`src/rtl/multi_cycle_execute_stage2_pkg.sv`:
```
// Shared types and widths for the multi-cycle arithmetic pipeline stages.
package multi_cycle_execute_stage2_pkg;

  localparam int VECTOR_LANES   = 16;
  localparam int FP_SIG_WIDTH   = 24;
  localparam int FP_ALIGN_WIDTH = 27;
  localparam int FP_SUM_WIDTH   = 28;

  typedef logic [1:0] thread_idx_t;
  typedef logic [1:0] subcycle_t;

  typedef enum logic [1:0] {
    PIPE_MEM          = 2'd0,
    PIPE_SCYCLE_ARITH = 2'd1,
    PIPE_MCYCLE_ARITH = 2'd2
  } pipeline_sel_t;

  typedef struct packed {
    logic [7:0]    opcode;
    logic [4:0]    dest_reg;
    logic          has_dest;
    pipeline_sel_t pipeline_sel;
  } decoded_instruction_t;

endpackage

```
`src/rtl/multi_cycle_execute_stage2_fp_align_shift.sv`:
```
// Right-shifts the smaller significand by the exponent difference, folding
// every bit shifted past the sticky position into the sticky bit.
module fp_align_shift
  import multi_cycle_execute_stage2_pkg::*;
(
  input  logic [FP_SIG_WIDTH-1:0]   significand,
  input  logic [5:0]                shift_amount,
  output logic [FP_ALIGN_WIDTH-1:0] aligned
);

  logic [FP_ALIGN_WIDTH-1:0] extended;
  logic [FP_ALIGN_WIDTH-1:0] lost_bits;

  assign extended = {significand, 3'b000};

  // Shifts of 27 or more move everything into sticky, so only nonzero-ness survives.
  always_comb begin
    aligned   = '0;
    lost_bits = '0;
    if (shift_amount >= 6'd27) begin
      aligned = {{(FP_ALIGN_WIDTH-1){1'b0}}, |significand};
    end else begin
      aligned    = extended >> shift_amount;
      lost_bits  = extended & ((27'd1 << shift_amount) - 27'd1);
      aligned[0] = aligned[0] | (|lost_bits);
    end
  end

endmodule

```
`src/rtl/multi_cycle_execute_stage2.sv`:
```
// Multi-cycle FP pipeline stage 2: per-lane significand alignment and
// add/subtract, plus one-stage transport of instruction state with rollback squash.
module multi_cycle_execute_stage2
  import multi_cycle_execute_stage2_pkg::*;
(
  input  logic                                         clk,
  input  logic                                         reset,
  input  logic                                         wb_rollback_en,
  input  thread_idx_t                                  wb_rollback_thread_idx,
  input  logic                                         mx1_instruction_valid,
  input  decoded_instruction_t                         mx1_instruction,
  input  logic [VECTOR_LANES-1:0]                      mx1_mask_value,
  input  thread_idx_t                                  mx1_thread_idx,
  input  subcycle_t                                    mx1_subcycle,
  input  logic [VECTOR_LANES-1:0][FP_SIG_WIDTH-1:0]    mx1_significand1,
  input  logic [VECTOR_LANES-1:0][FP_SIG_WIDTH-1:0]    mx1_significand2,
  input  logic [VECTOR_LANES-1:0][5:0]                 mx1_shift_amount,
  input  logic [VECTOR_LANES-1:0][7:0]                 mx1_exponent,
  input  logic [VECTOR_LANES-1:0]                      mx1_logical_subtract,
  input  logic [VECTOR_LANES-1:0]                      mx1_result_sign,
  output logic                                         mx2_instruction_valid,
  output decoded_instruction_t                         mx2_instruction,
  output logic [VECTOR_LANES-1:0]                      mx2_mask_value,
  output thread_idx_t                                  mx2_thread_idx,
  output subcycle_t                                    mx2_subcycle,
  output logic [VECTOR_LANES-1:0][FP_SUM_WIDTH-1:0]    mx2_sum,
  output logic [VECTOR_LANES-1:0][7:0]                 mx2_exponent,
  output logic [VECTOR_LANES-1:0]                      mx2_result_sign,
  output logic [VECTOR_LANES-1:0]                      mx2_logical_subtract
);

  logic [VECTOR_LANES-1:0][FP_SUM_WIDTH-1:0] lane_sum;
  logic [VECTOR_LANES-1:0]                   lane_sign;
  logic                                      squash;

  for (genvar lane = 0; lane < VECTOR_LANES; lane++) begin : gen_lane
    logic [FP_ALIGN_WIDTH-1:0] aligned;
    logic [FP_SUM_WIDTH-1:0]   ext1;
    logic [FP_SUM_WIDTH-1:0]   ext2;

    fp_align_shift u_align (
      .significand  (mx1_significand2[lane]),
      .shift_amount (mx1_shift_amount[lane]),
      .aligned      (aligned)
    );

    assign ext1 = {1'b0, mx1_significand1[lane], 3'b000};
    assign ext2 = {1'b0, aligned};

    // Stage 1 orders operands so ext1 >= ext2; subtraction never borrows out.
    assign lane_sum[lane]  = mx1_logical_subtract[lane] ? (ext1 - ext2) : (ext1 + ext2);
    // An exact cancellation rounds to +0 under round-to-nearest.
    assign lane_sign[lane] = mx1_result_sign[lane]
                           & ~(mx1_logical_subtract[lane] & (lane_sum[lane] == '0));
  end

  assign squash = wb_rollback_en && (wb_rollback_thread_idx == mx1_thread_idx);

  always_ff @(posedge clk or posedge reset) begin
    if (reset) begin
      mx2_instruction_valid <= 1'b0;
      mx2_instruction       <= '0;
      mx2_mask_value        <= '0;
      mx2_thread_idx        <= '0;
      mx2_subcycle          <= '0;
    end else begin
      mx2_instruction_valid <= mx1_instruction_valid && !squash;
      mx2_instruction       <= mx1_instruction;
      mx2_mask_value        <= mx1_mask_value;
      mx2_thread_idx        <= mx1_thread_idx;
      mx2_subcycle          <= mx1_subcycle;
    end
  end

  // Datapath has no reset or enable; consumers qualify it with valid.
  always_ff @(posedge clk) begin
    mx2_sum              <= lane_sum;
    mx2_exponent         <= mx1_exponent;
    mx2_result_sign      <= lane_sign;
    mx2_logical_subtract <= mx1_logical_subtract;
  end

endmodule

```
`config.mk`:
```
export PLATFORM = sky130hd
export DESIGN_NAME = multi_cycle_execute_stage2
export DESIGN_NICKNAME = d
export VERILOG_FILES = /design/src/rtl/multi_cycle_execute_stage2_pkg.sv /design/src/rtl/multi_cycle_execute_stage2_fp_align_shift.sv /design/src/rtl/multi_cycle_execute_stage2.sv
export SDC_FILE = /design/constraint.sdc
export NUM_CORES = 2
export LEC_CHECK = 0
export ABC_CLOCK_PERIOD_IN_PS = 1300
export BUFFER_PORTS_ARGS = -buffer_cell sky130_fd_sc_hd__buf_2
export CAP_MARGIN = 5
export CORE_AREA = 10 10 661 663
export DETAILED_ROUTE_END_ITERATION = 10
export DIE_AREA = 0 0 671 673
export SYNTH_ARGS = -nofsm -noshare
export SYNTH_HDL_FRONTEND = slang
export SYNTH_SLANG_ARGS = --single-unit
```
`constraint.sdc`:
```
create_clock -name clk -period 1.3 [get_ports clk]
set_input_delay 0.065 -clock clk [delete_from_list [all_inputs] [get_ports clk]]
set_output_delay 0.065 -clock clk [all_outputs]
set_load 0.005 [all_outputs]
```
==> results.cfg <==
[outcome]
outcome = finished with violations
violated_checks = hold timing, setup timing

[yosys]
postSynthNetCount = 13300
async_flop_share = 0.0574
synth_largest_area_cell = dfxtp_1
cell_area_synth_sq_um = 85000
post_synth_inst_count = 11400
synth_cell_type_count = 112
post_synth.cell_area_avg_sq_um = 7.46
most_instantiated_flip_flop_cell_in_the_synthesis_netlist = dfxtp_1
synth_seq_cells = 645
synth_enable_flop_cells = 0
synth_warnings = 0
netlist.area_leader.share = 0.143
ranking_of_synthesized_cells_by_area = dfxtp_1 (14%), ha_1 (12%), mux4_2 (6.3%)
synth_sequential_area_ratio = 0.154

[placement]
pre_cts_ws_ps = -4500
dpl.hpwl_um = 446000
port_buffers = 1710
gp_congestion = 1.02

[floorplan]
ioPinCount = 1711
placeableCoreArea_sq_um = 423000
die_height_um = 673
floorplan.initialDensity = 0.201
full_die_area_sq_um = 452000
placement_rows = 239
dieWidth_um = 671

[hold_path]
timing.hold.worst.class = in -> reg
min_from = mx1_significand1[1]
min_path_cells = 4
hold_path_end = mx2_sum[4]$_DFF_P_

[timing]
slew_headroom = 0.470
report.final.setup_viol = 1028
share_of_the_cycle_needed_by_the_critical_path_after_routing = 3.58
postLayoutSetupSlackWorst_ps = -3350
min_hold_slack_ps = -258
timing_worst_slew_pin_value_ps = 787
endpoints_failing_hold = 113
setup_repair_after_global_routing_missed_its_margin = yes
finalMaxSlewViolations = 0
timing.setup.tns_ps = -827760
post-route-min-period_ps = 4650
timing.fmax_mhz = 215

[power_and_ir_drop]
power_per_cell_area_nw_per_um2 = 776
p_leak_nw = 72.3
max_vdd_drop_uv = 1100

[clocking]
inserted_clock_buffers = 95
cts.reportedPaths.clkPinSlew_ps = 60
cts.sinks = 645
tritoncts_clock_tree = done
max-clock-path-buffers = 4
clk_root_buffer_cell = clkbuf_16
cts-htree-levels = 3

[setup_path]
arr_time_crit_path_ps = 5350
cp-start-kind = primary input
max_stage_delay_ps = 530
cp_data_required_time_ps = 2000
crit_path_top_delay_cell = or4_4
cp_top_family = simple AND/OR/NAND/NOR gates
type_of_the_setup_path_with_the_least_slack = in -> reg
cp.buffers_inverters = 1
endpoint_kind = flip-flop
path_cells = buf_12, mux4_2, mux2_4, nand2_4, o21ai_4, a21oi_2, or2_4, ha_4, nand2b_4, a21oi_4, o21ai_4, nor2b_1, o22ai_1, a31oi_1, xor2_1, or4_4, or4_1, or4_4, a2111oi_4, nand4bb_1, or4_1, o41a_1
critPathMaxFanout = 7

[grt]
total_routing_usage_reported_by_global_routing = 0.219
initial_antenna_violation_count = 266
grt_overflow_total = 0
global_route_wire_length_before_repair_um = 760000
first_global_vias = 114000
grt_max_degree = 38

[route]
drt-initial-drc-count = 9013
drt-total-wl_um = 531000
detailroute.via_count = 116000
final_antenna_violating_net_count = 0
drt-wirelength-per-cell_um = 22.5
remaining_drcs = 0
drt-vias-per-instance = 4.93
drt_pre_antenna_iters = 6

[finish]
synthToLayoutAreaGrowth_pct = 79.9
drive_gt1_frac = 0.487
layout.nets = 19600

[flow_run]
timing.max_cap.violations = 0
==> worst min-delay path, cell delays in order <==
cell	delay (ps)
buf_2	110
inv_1	90
fa_2	200
mux2i_1	60
==> cell usage in the layout (no fill, tap or decap), types with 400 or more instances in the layout <==
cell type / instances
nand2_1: 870
dlygate4sd3_1: 400
o21ai_0: 462
dfxtp_1: 608
nor2_1: 929
buf_4: 4614
ha_1: 683
inv_1: 778
a21oi_1: 735
buf_2: 1673
==> layer usage <==
metal  wire (um)  track usage
met1      209000        0.258
met2      243000        0.360
met3       42100       0.0540
met4       36200        0.128
met5         555            0
==> Yosys cell counts (53+ instances only) <==
cell and instances:
nor3_1 288, mux2i_1 347, xnor2_1 284, a211o_1 60, a31oi_1 191, and2_1 79, a211oi_1 174, nand4_1 108
nand2b_1 215, nand2_1 908, o21bai_1 161, dfxtp_1 608, mux2_2 157, clkbuf_1 554, xor2_1 94, or2_2 185
nor4_1 146, nand3_1 247, a21o_1 217, inv_1 842, o21a_1 68, o21ai_0 669, a21oi_1 927, o211ai_1 115
ha_1 800, or3_1 130, o31ai_1 108, mux4_2 239, and3_1 74, o22ai_1 77, nor2_1 987, nor2b_1 126
or4_1 60, buf_1 96, buf_2 53
==> area by class of cell <==
cell class                      instances  area (sq um)
Multi-Input combinational cell       9161         74400
Timing Repair Buffer                 6967         51400
Fill cell                           43600        270000
Antenna cell                          143           358
Tap cell                             5663          7090
Sequential cell                       645         13100
Inverter                              865          3280
Clock inverter                         53           597
Clock buffer                          117          2580
==> power breakdown <==
group | switching (mW) | internal (mW)
sequential | 2.35 | 22.8
clock | 11.8 | 15.7
combinational | 33.3 | 32.6
total | 47.5 | 71.1
==> sequential cells by signal, indices dropped and copies added, names as in the netlist <==
name and cells:
mx2_instruction_valid 1, mx2_mask_value 16, mx2_exponent 128, mx2_result_sign 16, mx2_thread_idx 2, mx2_sum 448, mx2_subcycle 2, mx2_logical_subtract 16
mx2_instruction 16
==> worst max path at each step <==
| stage | cells past startpoint | endpoint | startpoint | slack [ps] |
|---|---|---|---|---|
| finish | 22 | mx2_result_sign[13]$_DFF_P_ | mx1_shift_amount[78] | -3350 |
| global route | 24 | mx2_result_sign[4]$_DFF_P_ | mx1_shift_amount[24] | -3470 |
| CTS | 23 | mx2_result_sign[4]$_DFF_P_ | mx1_shift_amount[29] | -3160 |
| detailed placement | 23 | mx2_result_sign[13]$_DFF_P_ | mx1_shift_amount[78] | -4500 |
| global placement | 23 | mx2_result_sign[15]$_DFF_P_ | mx1_shift_amount[91] | -4440 |
| floorplan | 22 | mx2_result_sign[13]$_DFF_P_ | mx1_shift_amount[78] | -3860 |
==> cell families (layout without fill, tap and decap cells) <==
logic type | count (synthesis) | in the layout | share of synthesized area
muxes | 748 | 748 | 0.126
buffers and inverters | 1586 | 8002 | 0.0721
xor gates and xnor gates | 378 | 378 | 0.0390
and+or+nand+nor | 3733 | 3733 | 0.217
adders and majority gates | 830 | 830 | 0.123
AOI/OAI and AO/OA | 3472 | 3472 | 0.269
other | 0 | 143 | 0
DFF | 645 | 645 | 0.154
==> through the flow <==
stage,instances,area (sq um),utilization,power [mW]
after floorplan,11400,88800,-,49.3
after global placement,22500,134000,0.317,83.4
after detailed placement,22500,134000,0.317,83.4
after CTS,23400,148000,0.351,117
after global routing,23600,153000,0.361,125
final,23600,153000,0.361,119
==> repair_timing <==
| item | CTS | global route |
|---|---|---|
| hold buffers | 399 | 1 |
| cloned | 15 | 7 |
| buffers inserted | 317 | 156 |
| gates resized for setup | 960 | 723 |
| pin swaps | 591 | 557 |
| endpoints found under the setup margin | 1109 | 1106 |
| hold endpoints to repair | 559 | 178 |
Note: power is estimated with default switching activity, not from simulation.
